File: config.mk
export PLATFORM = sky130hd
export DESIGN_NAME = piso_serializer
export DESIGN_NICKNAME = d
export VERILOG_FILES = /design/src/rtl/piso_serializer.sv
export SDC_FILE = /design/constraint.sdc
export NUM_CORES = 1
export LEC_CHECK = 0
export ABC_AREA = 0
export CORE_MARGIN = 8
export CORE_UTILIZATION = 49
export CTS_CLUSTER_DIAMETER = 40
export DETAILED_ROUTE_END_ITERATION = 16
export DONT_BUFFER_PORTS = 1
export PLACE_DENSITY = 0.66
export SETUP_SLACK_MARGIN = 0.1
export SKIP_CTS_REPAIR_TIMING = 1
export SYNTH_ARGS = -nofsm -noshare
export SYNTH_HDL_FRONTEND = slang
export SYNTH_SLANG_ARGS = --single-unit
File: constraint.sdc
create_clock -name clk -period 4.68 [get_ports clk]
set_input_delay 0.234 -clock clk [delete_from_list [all_inputs] [get_ports clk]]
set_output_delay 0.234 -clock clk [all_outputs]
set_load 0.03 [all_outputs]
File: src/rtl/piso_serializer.sv
// piso_serializer -- parallel-in, serial-out transmitter.
//
// Takes a WIDTH-bit word over a valid/ready load handshake and shifts it out
// MSB first, one bit per clock. ser_valid qualifies every frame bit and
// ser_last marks the final bit of each frame. A handshake accepted in the
// final frame cycle chains the next frame with no idle gap.
//
// Optional feature macro: PIS_PARITY_EN
//   defined   : an even-parity bit (XOR of the data bits, captured at the
//               handshake) follows the LSB, and ser_last marks that bit.
//   undefined : the frame is exactly WIDTH bits and ser_last marks the LSB.
//
// Ports:
//   clk         in   rising-edge clock
//   clr         in   synchronous active-high reset
//   load_data   in   [WIDTH-1:0] word to transmit, sampled only on handshake
//   load_valid  in   load_data is valid
//   load_ready  out  word can be accepted this cycle (combinational)
//   ser_out     out  serial data bit (registered)
//   ser_valid   out  ser_out carries a frame bit (registered)
//   ser_last    out  final bit of the current frame (registered)
//   busy        out  a frame is in progress (mirrors ser_valid)

module piso_serializer #(
  parameter int WIDTH = 8
) (
  input  logic             clk,
  input  logic             clr,
  input  logic [WIDTH-1:0] load_data,
  input  logic             load_valid,
  output logic             load_ready,
  output logic             ser_out,
  output logic             ser_valid,
  output logic             ser_last,
  output logic             busy
);

  localparam int CW = $clog2(WIDTH);
  localparam logic [CW-1:0] CNT_LOAD = CW'(WIDTH - 1);
  localparam logic [CW-1:0] CNT_ONE  = CW'(1);

  typedef enum logic [1:0] {
    S_IDLE   = 2'd0,
`ifdef PIS_PARITY_EN
    S_PARITY = 2'd2,
`endif
    S_SHIFT  = 2'd1
  } state_t;

  state_t           r_state, w_state_next;
  logic [WIDTH-1:0] r_shift, w_shift_next;
  logic [CW-1:0]    r_cnt, w_cnt_next;
  logic             r_ser_out, w_ser_out_next;
  logic             r_ser_valid, w_ser_valid_next;
  logic             r_ser_last, w_ser_last_next;
  logic             w_final;
  logic             w_hs;
`ifdef PIS_PARITY_EN
  logic             r_parity, w_parity_next;
`endif

  // Final frame cycle: the one cycle of a frame in which a new word may be
  // accepted so that the next frame follows without a gap.
  always_comb begin
`ifdef PIS_PARITY_EN
    w_final = (r_state == S_PARITY);
`else
    w_final = (r_state == S_SHIFT) && (r_cnt == '0);
`endif
    load_ready = !clr && ((r_state == S_IDLE) || w_final);
    w_hs       = load_valid && load_ready;
  end

  // Next-state and next-output decode. The output flops are loaded from the
  // next-state values so that ser_out/ser_valid/ser_last come straight off
  // registers while still lining up with the state they describe.
  always_comb begin
    w_state_next = r_state;
    w_shift_next = r_shift;
    w_cnt_next   = r_cnt;
`ifdef PIS_PARITY_EN
    w_parity_next = r_parity;
`endif

    case (r_state)
      S_IDLE: begin
        w_state_next = S_IDLE;
      end
      S_SHIFT: begin
        w_shift_next = {r_shift[WIDTH-2:0], 1'b0};
        if (r_cnt != '0) begin
          w_cnt_next = r_cnt - CNT_ONE;
        end else begin
`ifdef PIS_PARITY_EN
          w_state_next = S_PARITY;
`else
          w_state_next = S_IDLE;
`endif
        end
      end
`ifdef PIS_PARITY_EN
      S_PARITY: begin
        w_state_next = S_IDLE;
      end
`endif
      default: begin
        w_state_next = S_IDLE;
      end
    endcase

    // A handshake overrides the normal progression; it can only happen in
    // IDLE or the final frame cycle, so nothing in flight is lost.
    if (w_hs) begin
      w_state_next = S_SHIFT;
      w_shift_next = load_data;
      w_cnt_next   = CNT_LOAD;
`ifdef PIS_PARITY_EN
      w_parity_next = ^load_data;
`endif
    end

    w_ser_valid_next = (w_state_next != S_IDLE);
    w_ser_out_next   = 1'b0;
    w_ser_last_next  = 1'b0;
    if (w_state_next == S_SHIFT) begin
      w_ser_out_next = w_shift_next[WIDTH-1];
`ifndef PIS_PARITY_EN
      w_ser_last_next = (w_cnt_next == '0);
`endif
    end
`ifdef PIS_PARITY_EN
    if (w_state_next == S_PARITY) begin
      w_ser_out_next  = w_parity_next;
      w_ser_last_next = 1'b1;
    end
`endif
  end

  always_ff @(posedge clk) begin
    if (clr) begin
      r_state     <= S_IDLE;
      r_shift     <= '0;
      r_cnt       <= '0;
      r_ser_out   <= 1'b0;
      r_ser_valid <= 1'b0;
      r_ser_last  <= 1'b0;
`ifdef PIS_PARITY_EN
      r_parity    <= 1'b0;
`endif
    end else begin
      r_state     <= w_state_next;
      r_shift     <= w_shift_next;
      r_cnt       <= w_cnt_next;
      r_ser_out   <= w_ser_out_next;
      r_ser_valid <= w_ser_valid_next;
      r_ser_last  <= w_ser_last_next;
`ifdef PIS_PARITY_EN
      r_parity    <= w_parity_next;
`endif
    end
  end

  assign ser_out   = r_ser_out;
  assign ser_valid = r_ser_valid;
  assign ser_last  = r_ser_last;
  assign busy      = r_ser_valid;

endmodule

Word-level counts from Yosys, hierarchy flattened:

Index checks and enable logic that the tools add are counted.

* $add $sub $neg: 1
* equal/unequal tests: 2
* multiplexer cells: 8
* bitwise logic cells: 1
* reduce and logical (&&, ||, !) cells: 12

Operators with widths (number)
* 8-bit two-way mux: 2
* 3-bit two-way mux: 3
* 3-bit zero test: 2
* 2-bit two-way mux: 3
* 2-bit by 1-bit == test with 1-bit output, second input constant: 2
* 2-bit nonzero test: 2
* 1-bit logical AND: 3
* 3-bit nonzero test: 1
* 3-bit by 1-bit subtractor with 3-bit output, second input constant: 1
* 2-bit zero test: 1
* 2-bit OR reduction: 1
* 1-bit zero test: 1
* 1-bit logical OR: 1
* 1-bit inverter: 1

* flip-flop bits (word level): 16
* input port bits: 11
* logic and storage cells: 31

Depth between registers and ports, before layout:

Gate-level depths: netlist (run 1).

* depth in word-level cells: 9
* mapped depth: 9
* depth with buffers taken out: 6

Worst setup path after synthesis (run 1):

Ideal clock, no wire load.

* kind: reg2reg
* start point: reg r_cnt[0]
* end point: reg r_shift[0]
* setup time: 0.121 ns
* arrival time: 1.677 ns
* required time: 4.559 ns
* path slack: 2.881 ns
* cell stages (with the launch flop): 9
* cells stage by stage: dfxtp_1 > inv_1 > ha_1 > ha_1 > nor2b_1 > buf_2 > or4_1 > buf_2 > mux2_4

* longest elaborated chain between the ends: 6
* elaborated cells between the ends (all ways): 7
* those cells by class: mux: 1; reduce/logical: 6

Ends and longest elaborated chain
* from (decl): RTL line 52 `logic [CW-1:0] r_cnt, w_cnt_next;`
* from (signal assigned): RTL line 153 `r_cnt <= w_cnt_next;`
* 3-bit zero test (*): RTL line 68 `w_final = (r_state == S_SHIFT) && (r_cnt == '0);`
* 1-bit logical AND (*): RTL line 68
* 1-bit logical OR (*): RTL line 70 `load_ready = !clr && ((r_state == S_IDLE) || w_final);`
* 1-bit logical AND (*): RTL line 70
* 1-bit logical AND (*): RTL line 71 `w_hs = load_valid && load_ready;`
* 8-bit two-way mux or 2-bit nonzero test (tied branches)
* to (signal assigned): RTL line 152 `r_shift <= w_shift_next;`
* to (decl): RTL line 51 `logic [WIDTH-1:0] r_shift, w_shift_next;`

Every way passes the cells marked *; elsewhere a longest branch is shown, timed or not.
A chain may end at the register's enable or synchronous reset.

Worst setup path after layout (run 1):

Ends and elaborated chain as after synthesis.

==> qor.csv, run 1 <==
stage,metric,value,unit
timing,unrepaired_setup_endpoints_after_global_routing,no,
finish,layout-area-overhead-vs-synth,1.82,%
die,top_level_ports,16,
setup_path,worst_r2r_endpoint,r_shift[0]$_SDFFE_PP0P_,
clock_tree,tritoncts_num_sinks,15,
drt,drt_iter0_drc,9,
clock_tree,h-tree-depth,1,
finish,n_antenna_cell,0,
timing,timing.clock.skew,0.00413,ns
setup_path,ff2ff_path_depth,6,
min_path,worst_hold_launch,load_data[0],
synth,synthesis.yosys.warnings,0,
finish,nNetsFinal,84,
placed_design,post-dp-hpwl,859,um
min_path,whs_endpoint,r_shift[0]$_SDFFE_PP0P_,
grt,maximum_number_of_pins_on_one_net_before_global_route_repair,14,
setup_path,critical_path.max_fanout,13,
pwr,power_density,332,nW/um^2
clock_tree,max-clock-path-buffers,2,
drt,detail_route.wirelength,1210,um
timing,timing.final.setup_violations,0,
setup_path,crit_family,simple AND/OR/NAND/NOR gates,
placed_design,place_worst_setup_slack,2.55,ns
drt,drt.antenna.violating_nets,0,
grt,met3_usage,0.0588,
die,total_die_area,2860,um^2
synth,postSynthAreaPerCell,9.69,um^2
timing,fmaxAchievable,465,MHz
clock_tree,clockRootBuffer,sky130_fd_sc_hd__clkbuf_4,
grt,global_route_wire_length_before_repair,1840,um
drt,via_count,471,
grt,global_route.usage.met1,0.110,
setup_path,cp_data_arrival_time,2.32,ns
pwr,power.leakage,0.311,nW
drt,drt-vias-per-instance,5.61,
placed_design,routabilityCongestion,0.749,
synth,mappedNetlistNets,85,
setup_path,critical_path.cell_chain,inv_1 -> ha_1 -> ha_1 -> nor2b_1 -> or4_1 -> mux2_4,
min_path,worstHoldPathType,input port to flop,
job,drv_cap,0,
synth,yosysUniqueCellTypes,26,
synth,netlist_instances,71,
setup_path,worst-r2r-setup-slack,2.53,ns
clock_tree,path_clk_slew,0.08,ns
grt,globalRoute.busiestLayer,met2,
setup_path,crit_path_buffers_inverters,1,
setup_path,reg2reg_from,r_cnt[0]$_SDFF_PP0_,
grt,grt_use_met2,0.113,
timing,fin_tns_setup,0,ns
finish,mostFrequentLayoutCells,"sky130_fd_sc_hd__dfxtp_1, sky130_fd_sc_hd__a21oi_1, sky130_fd_sc_hd__mux2i_1",
finish,finish.utilization,0.538,
die,num_rows,13,
synth,synth-edff-count,0,
timing,relative_max_transition_margin,0.371,
setup_path,max_stage_delay,0.46,ns
timing,period_minus_slack,2.15,ns
setup_path,timing.critical_path.slowest_stage_cell,sky130_fd_sc_hd__or4_1,
grt,grt_pass1_vias,402,
synth,synth.yosys.seq_area_share,0.436,
min_path,hold_depth,1,
clock_tree,cts_tree,done,
placed_design,portBuffers,0,
setup_path,cell_type_with_the_highest_occurrence_count_on_the_critical_path,sky130_fd_sc_hd__ha_1,
setup_path,setup.worst_path.start_class,flop,
timing,hold_slack,0.0919,ns
grt,grt_util_all_layers,0.0930,
die,die_width,53.5,um
grt,globalRoute.totalOverflow,0,
finish,final_cell_count_no_fill,84,
die,fp.dieH,53.5,um
clock_tree,cts_buffers,3,
timing,hold_vio_cnt_final,0,
setup_path,timing.critical_path.required,4.85,ns
timing,setup_ws,2.53,ns
drt,detailedRoute.firstPassIterationCount,4,
finish,layout.cells.most_common,sky130_fd_sc_hd__dfxtp_1,
synth,primary_ff_master_synth,sky130_fd_sc_hd__dfxtp_1,
clock_tree,clk_latency,0.28,ns
synth,yosys_register_bits,15,
finish,drive_above_1_share,0.0870,
synth,asyncSetResetFlopFracSynth,0,
grt,antenna_violations_before_repair,0,
setup_path,worstSetupEndpointType,flop,
synth,post_synth_instance_area,688,um^2
finish,fill_cells,136,
die,fp.coreArea,1300,um^2
drt,routed_wl_per_cell,14.4,um
timing,worst_pin_slew,0.936,ns
setup_path,critical_path_class,flop to flop,
run_status,run_status,"complete, no violations",
timing,final.period_utilization,0.459,
timing,pins_over_slew_limit,0,
placed_design,post-place-cells,79,
drt,drc_errors,0,
die,floorplan.initialDensity,0.529,
pwr,irDropWorstVdd,0.207,mV
-- flip-flops by register name, summed over array words and instances, names as in the netlist --
register and count:
busy 1, r_cnt 3, r_shift 7, r_state 2, ser_last 1, ser_out 1
-- where the power goes --
part / switching [mW] / leakage, nW / internal (mW)
Combinational: 0.0120 / 0.173 / 0.00995
Sequential: 0.00548 / 0.123 / 0.134
Clock: 0.0384 / 0.0150 / 0.0330
Total: 0.0559 / 0.311 / 0.177
-- layer usage --
| metal | up-vias | wire length, um |
|---|---|---|
| met5 | - | 0 |
| met4 | 0 | 27 |
| met3 | 4 | 71 |
| met2 | 13 | 515 |
| met1 | 213 | 597 |
| li1 | 241 | - |
-- worst reg2reg max path, cell delays in order (launching register included) --
cell and delay, ns:
sky130_fd_sc_hd__dfxtp_1 0.35, sky130_fd_sc_hd__inv_1 0.06, sky130_fd_sc_hd__ha_1 0.21, sky130_fd_sc_hd__ha_1 0.20, sky130_fd_sc_hd__nor2b_1 0.43, sky130_fd_sc_hd__or4_1 0.46
sky130_fd_sc_hd__mux2_4 0.33
-- cell type report --
cell class                 instances  area, um^2  share of cell area
multi-input combinational         42         319               0.455
sequential                        15         300               0.429
clock buffer                       4        26.3              0.0375
inverter                           7        26.3              0.0375
tap                               15        18.8              0.0268
timing repair buffer               1        10.0              0.0143
-- logic make-up after synthesis --
kind of cell,count (synthesis),synth area share
other cells,1,0.00545
buf+inv,14,0.100
fa+ha+maj,3,0.0546
xor+xnor,1,0.0127
simple gates,10,0.0873
mux,9,0.140
compound gates,18,0.164
flops,15,0.436
-- worst max-delay path by stage --
stage	startpoint	end	slack, ns	cells past startpoint
6_report	r_cnt[0]$_SDFF_PP0_	r_shift[0]$_SDFFE_PP0P_	2.53	6
5_1_grt	r_cnt[0]$_SDFF_PP0_	r_shift[0]$_SDFFE_PP0P_	2.40	6
4_1_cts	r_cnt[0]$_SDFF_PP0_	load_ready	2.53	5
3_5_place_dp	r_cnt[0]$_SDFF_PP0_	r_shift[0]$_SDFFE_PP0P_	2.55	6
3_3_place_gp	r_cnt[0]$_SDFF_PP0_	r_shift[0]$_SDFFE_PP0P_	2.63	6
2_1_floorplan	r_cnt[0]$_SDFF_PP0_	r_shift[0]$_SDFFE_PP0P_	2.88	8
-- synth_stat cells, types with 3 or more instances --
cell                       n  share of area
sky130_fd_sc_hd__inv_1     6          0.033
sky130_fd_sc_hd__o41ai_1   6          0.076
sky130_fd_sc_hd__dfxtp_1  15           0.44
sky130_fd_sc_hd__a21oi_1  11          0.080
sky130_fd_sc_hd__mux2i_1   7           0.10
sky130_fd_sc_hd__buf_2     4          0.029
sky130_fd_sc_hd__ha_1      3          0.055
-- through the flow --
| stage | total power [mW] | cell area [um^2] |
|---|---|---|
| 2_1_floorplan | 0.162 | 688 |
| 3_3_place_gp | 0.163 | 664 |
| 3_5_place_dp | 0.163 | 664 |
| 4_1_cts | 0.236 | 691 |
| 5_1_grt | 0.247 | 701 |
| 6_report | 0.233 | 701 |
(Power assumes the default switching activity.)
==> run 2: changes to the inputs <==
--- a/config.mk
+++ b/config.mk
@@ -5,7 +5,7 @@
 export SDC_FILE = /design/constraint.sdc
 export NUM_CORES = 1
 export LEC_CHECK = 0
-export ABC_AREA = 0
+export ABC_AREA = 1
 export CORE_MARGIN = 8
 export CORE_UTILIZATION = 49
 export CTS_CLUSTER_DIAMETER = 40
==> constraint.sdc (replaced) <==
create_clock -name clk -period 2.1 [get_ports clk]
set_input_delay 0.105 -clock clk [delete_from_list [all_inputs] [get_ports clk]]
set_output_delay 0.105 -clock clk [all_outputs]
set_load 0.03 [all_outputs]
==> run 2 against run 1 <==
Sequential power rose by 140%. Hold slack worse by 0.046 ns. Die area increased by 13%. Routed wire length up 22%.
==> qor.csv, run 2 <==
stage,metric,value,unit,change
finish,multiInputGateArea,383,um^2,was 319 um^2
synth,most_frequent_cells_after_synthesis,"sky130_fd_sc_hd__nand2_1, sky130_fd_sc_hd__inv_1, sky130_fd_sc_hd__dfxtp_1",,"was sky130_fd_sc_hd__dfxtp_1, sky130_fd_sc_hd__a21oi_1, sky130_fd_sc_hd__mux2i_1"
placed_design,routabilityCongestion,0.774,,was 0.749
synth,synth_top_area_share,0.393,,was 0.436
finish,register_area,320,um^2,was 300 um^2
grt,globalRoute.busiestLayer,met2,,unchanged
grt,global_route_wire_length_before_repair,2580,um,was 1840 um
grt,grt_util_all_layers,0.0947,,was 0.0930
min_path,hold_depth,3,,was 1
placed_design,portBuffers,0,,unchanged
synth,mappedNetlistNets,130,,was 85
min_path,whs_endpoint,r_shift[5]$_SDFFE_PP0P_,,was r_shift[0]$_SDFFE_PP0P_
drt,drt_iter0_drc,10,,was 9
grt,global_route.usage.met1,0.123,,was 0.110
job,drv_cap,0,,unchanged
synth,yosys_register_bits,16,,was 15
die,die_width,56.8,um,was 53.5 um
synth,synth.yosys.seq_area_share,0.393,,was 0.436
finish,largest-register,r_shift,,unchanged
timing,final.period_utilization,0.775,,
finish,reg.largest.list,"r_shift (8), r_cnt (3), r_state (2)",,"was r_shift (7), r_cnt (3), r_state (2)"
synth,yosysMostFrequentCell,sky130_fd_sc_hd__nand2_1,,was sky130_fd_sc_hd__dfxtp_1
setup_path,worst_r2r_endpoint,ser_out$_SDFF_PP0_,,was r_shift[0]$_SDFFE_PP0P_
clock_tree,max-clock-path-buffers,2,,unchanged
synth,post_synth_instance_area,816,um^2,was 688 um^2
clock_tree,path_clk_slew,0.09,ns,was 0.08 ns
setup_path,ff2ff_path_depth,11,,was 6
die,floorplan.initialDensity,0.529,,about the same
synth,asyncSetResetFlopFracSynth,0,,unchanged
finish,fill_cells,152,,was 136
timing,fmaxAchievable,615,MHz,
clock_tree,h-tree-depth,1,,unchanged
setup_path,max_stage_delay,0.36,ns,was 0.46 ns
setup_path,reg2reg_from,r_cnt[0]$_SDFF_PP0_,,unchanged
timing,fin_tns_setup,0,ns,unchanged
pwr,internal_power,0.448,mW,was 0.177 mW
timing,pins_over_slew_limit,0,,unchanged
finish,final_area,872,um^2,was 701 um^2
die,fp.coreArea,1540,um^2,was 1300 um^2
clock_tree,cts_tree,done,,unchanged
timing,timing.final.setup_violations,0,,unchanged
timing,hold_vio_cnt_final,0,,unchanged
setup_path,setup.worst_path.start_class,flop,,unchanged
clock_tree,clk_latency,0.29,ns,was 0.28 ns
synth,biggest_area_consumer_among_synthesized_cells,sky130_fd_sc_hd__dfxtp_1,,unchanged
finish,nNetsFinal,134,,was 84
timing,period_minus_slack,1.63,ns,
drt,drt.antenna.violating_nets,0,,unchanged
grt,grt_pass1_vias,626,,was 402
pwr,power.leakage,0.464,nW,was 0.311 nW
timing,setup_ws,0.473,ns,was 2.53 ns
setup_path,cell_type_with_the_highest_occurrence_count_on_the_critical_path,sky130_fd_sc_hd__inv_1,,was sky130_fd_sc_hd__ha_1
finish,mostFrequentLayoutCells,"sky130_fd_sc_hd__nand2_1, sky130_fd_sc_hd__inv_1, sky130_fd_sc_hd__dfxtp_1",,"was sky130_fd_sc_hd__dfxtp_1, sky130_fd_sc_hd__a21oi_1, sky130_fd_sc_hd__mux2i_1"
setup_path,timing.critical_path.slowest_stage_cell,sky130_fd_sc_hd__dfxtp_1,,was sky130_fd_sc_hd__or4_1
pwr,clock_power_share,0.338,,was 0.307
synth,synthesis.yosys.warnings,0,,unchanged
pwr,report.power.total,0.597,mW,was 0.233 mW
grt,globalRoute.totalOverflow,0,,unchanged
run_status,run_status,"complete, no violations",,unchanged
grt,grt_use_met2,0.143,,was 0.113
placed_design,place_worst_setup_slack,0.512,ns,was 2.55 ns
timing,timing.clock.skew,0.00387,ns,was 0.00413 ns
finish,layout.cells.most_common,sky130_fd_sc_hd__nand2_1,,was sky130_fd_sc_hd__dfxtp_1
pwr,sw_frac_of_total,0.249,,was 0.240
pwr,p_seq_frac,0.550,,was 0.598
finish,largest_register_ffs,8,,was 7
setup_path,worst-r2r-setup-slack,0.49,ns,was 2.53 ns
synth,synth_top_cells_by_area,"sky130_fd_sc_hd__dfxtp_1, sky130_fd_sc_hd__nand2_1, sky130_fd_sc_hd__inv_1",,"was sky130_fd_sc_hd__dfxtp_1, sky130_fd_sc_hd__mux2i_1, sky130_fd_sc_hd__a21oi_1"
die,fp.dieH,56.8,um,was 53.5 um
finish,finish.utilization,0.566,,was 0.538
synth,primary_ff_master_synth,sky130_fd_sc_hd__dfxtp_1,,unchanged
synth,netlist_instances,116,,was 71
pwr,irDropWorstVdd,0.557,mV,was 0.207 mV
placed_design,post-dp-hpwl,1080,um,was 859 um
finish,layout-area-overhead-vs-synth,6.90,%,was 1.82%
timing,relative_max_transition_margin,0.621,,was 0.371
die,total_die_area,3230,um^2,was 2860 um^2
finish,n_antenna_cell,0,,unchanged
synth,synth-edff-count,0,,unchanged
setup_path,critical_path.cell_chain,inv_1 -> ha_1 -> ha_1 -> inv_1 -> nand2_4 -> nand2_1 -> inv_1,,was inv_1 -> ha_1 -> ha_1 -> nor2b_1 -> or4_1 -> mux2_4
clock_tree,clockRootBuffer,sky130_fd_sc_hd__clkbuf_4,,unchanged
pwr,netSwitchingPower,0.149,mW,was 0.0559 mW
setup_path,worstSetupEndpointType,primary output,,was flop
drt,detail_route.wirelength,1480,um,was 1210 um
clock_tree,tritoncts_num_sinks,16,,was 15
synth,yosysUniqueCellTypes,17,,was 26
die,top_level_ports,16,,unchanged
setup_path,critical_path_class,flop to primary output,,was flop to flop
die,num_rows,14,,was 13
drt,detailedRoute.firstPassIterationCount,4,,unchanged
setup_path,cp_data_arrival_time,1.52,ns,was 2.32 ns
synth,postSynthAreaPerCell,7.03,um^2,was 9.69 um^2
clock_tree,cts_buffers,3,,unchanged
drt,via_count,675,,was 471
min_path,worst_hold_launch,load_valid,,was load_data[0]
drt,drt-vias-per-instance,5.00,,was 5.61
setup_path,timing.critical_path.required,2.00,ns,was 4.85 ns
finish,drive_above_1_share,0.0756,,was 0.0870
pwr,comb_power_share,0.112,,was 0.094
timing,unrepaired_setup_endpoints_after_global_routing,no,,unchanged
setup_path,critical_path.max_fanout,8,,was 13
grt,met3_usage,0.0360,,was 0.0588
drt,drc_errors,0,,unchanged
timing,worst_pin_slew,0.567,ns,was 0.936 ns
placed_design,cell_area_after_placement,806,um^2,was 664 um^2
pwr,power_density,684,nW/um^2,was 332 nW/um^2
min_path,worstHoldPathType,input port to flop,,unchanged
grt,antenna_violations_before_repair,0,,unchanged
drt,routed_wl_per_cell,10.9,um,was 14.4 um
grt,maximum_number_of_pins_on_one_net_before_global_route_repair,23,,was 14
-- run 2: cell count changes after synthesis, sizes merged, moves of 2 or more --
| cell | previous run | this run |
|---|---|---|
| buf | 6 | 3 |
| nand4 | 0 | 8 |
| o41ai | 6 | 0 |
| mux2 | 2 | 0 |
| nand2 | 1 | 37 |
| nand3 | 1 | 12 |
| inv | 6 | 22 |
| nor2 | 0 | 2 |
| mux2i | 7 | 0 |
-- run 2: power by group through the flow --
stage	Clock, mW	Combinational [mW]	Sequential [mW]
final	0.202	0.0671	0.328
after global routing	0.226	0.0774	0.330
after CTS	0.209	0.0598	0.328
after detailed placement	0	0.0596	0.335
after global placement	0	0.0589	0.335
after floorplan	0	0.0582	0.332
-- run 2: worst max path at each step --
stage | startpoint | end | slack (ns) | cells after the start
floorplan | r_cnt[0]$_SDFF_PP0_ | r_cnt[1]$_SDFF_PP0_ | 0.69 | 10
global placement | r_cnt[0]$_SDFF_PP0_ | ser_out$_SDFF_PP0_ | 0.56 | 11
detailed placement | r_cnt[0]$_SDFF_PP0_ | ser_out$_SDFF_PP0_ | 0.51 | 11
CTS | r_cnt[0]$_SDFF_PP0_ | load_ready | 0.46 | 7
global route | r_cnt[0]$_SDFF_PP0_ | ser_out$_SDFF_PP0_ | 0.33 | 11
finish | r_cnt[0]$_SDFF_PP0_ | load_ready | 0.47 | 7
-- run 2: worst max-delay path: cells and delay by family (launching register included) --
kind | cells | cell delay, ns
flip-flops | 1 | 0.36
buffers and inverters | 3 | 0.31
adder cells (fa/ha/maj) | 2 | 0.40
AND/OR/NAND/NOR | 2 | 0.17
-- run 2: metrics by stage --
step	instances	hold WS, ns
floorplan	116	0.186
global placement	128	0.178
detailed placement	128	0.179
CTS	132	-0.133
global route	135	0.0531
finish	135	0.0464
-- run 2: final cells by class --
cell class              count  area share
clock buffers               4      0.0416
inverters                  22      0.0947
multi-input cells          74       0.439
flip-flops and latches     16       0.367
well taps                  16      0.0230
repair buffers              3      0.0344
-- run 2: cells by family after synthesis --
logic type	after synthesis	share of synthesized area
buffers and inverters	26	0.138
AOI/OAI and AO/OA	11	0.0675
DFF	16	0.393
and+or+nand+nor	59	0.351
other	1	0.00460
adders and majority gates	3	0.0460
-- run 2: layer usage --
metal  share of wire  vias up
met4          0.0068        0
li1                -      371
met5               0        -
met3           0.064        2
met2            0.43       17
met1            0.50      285
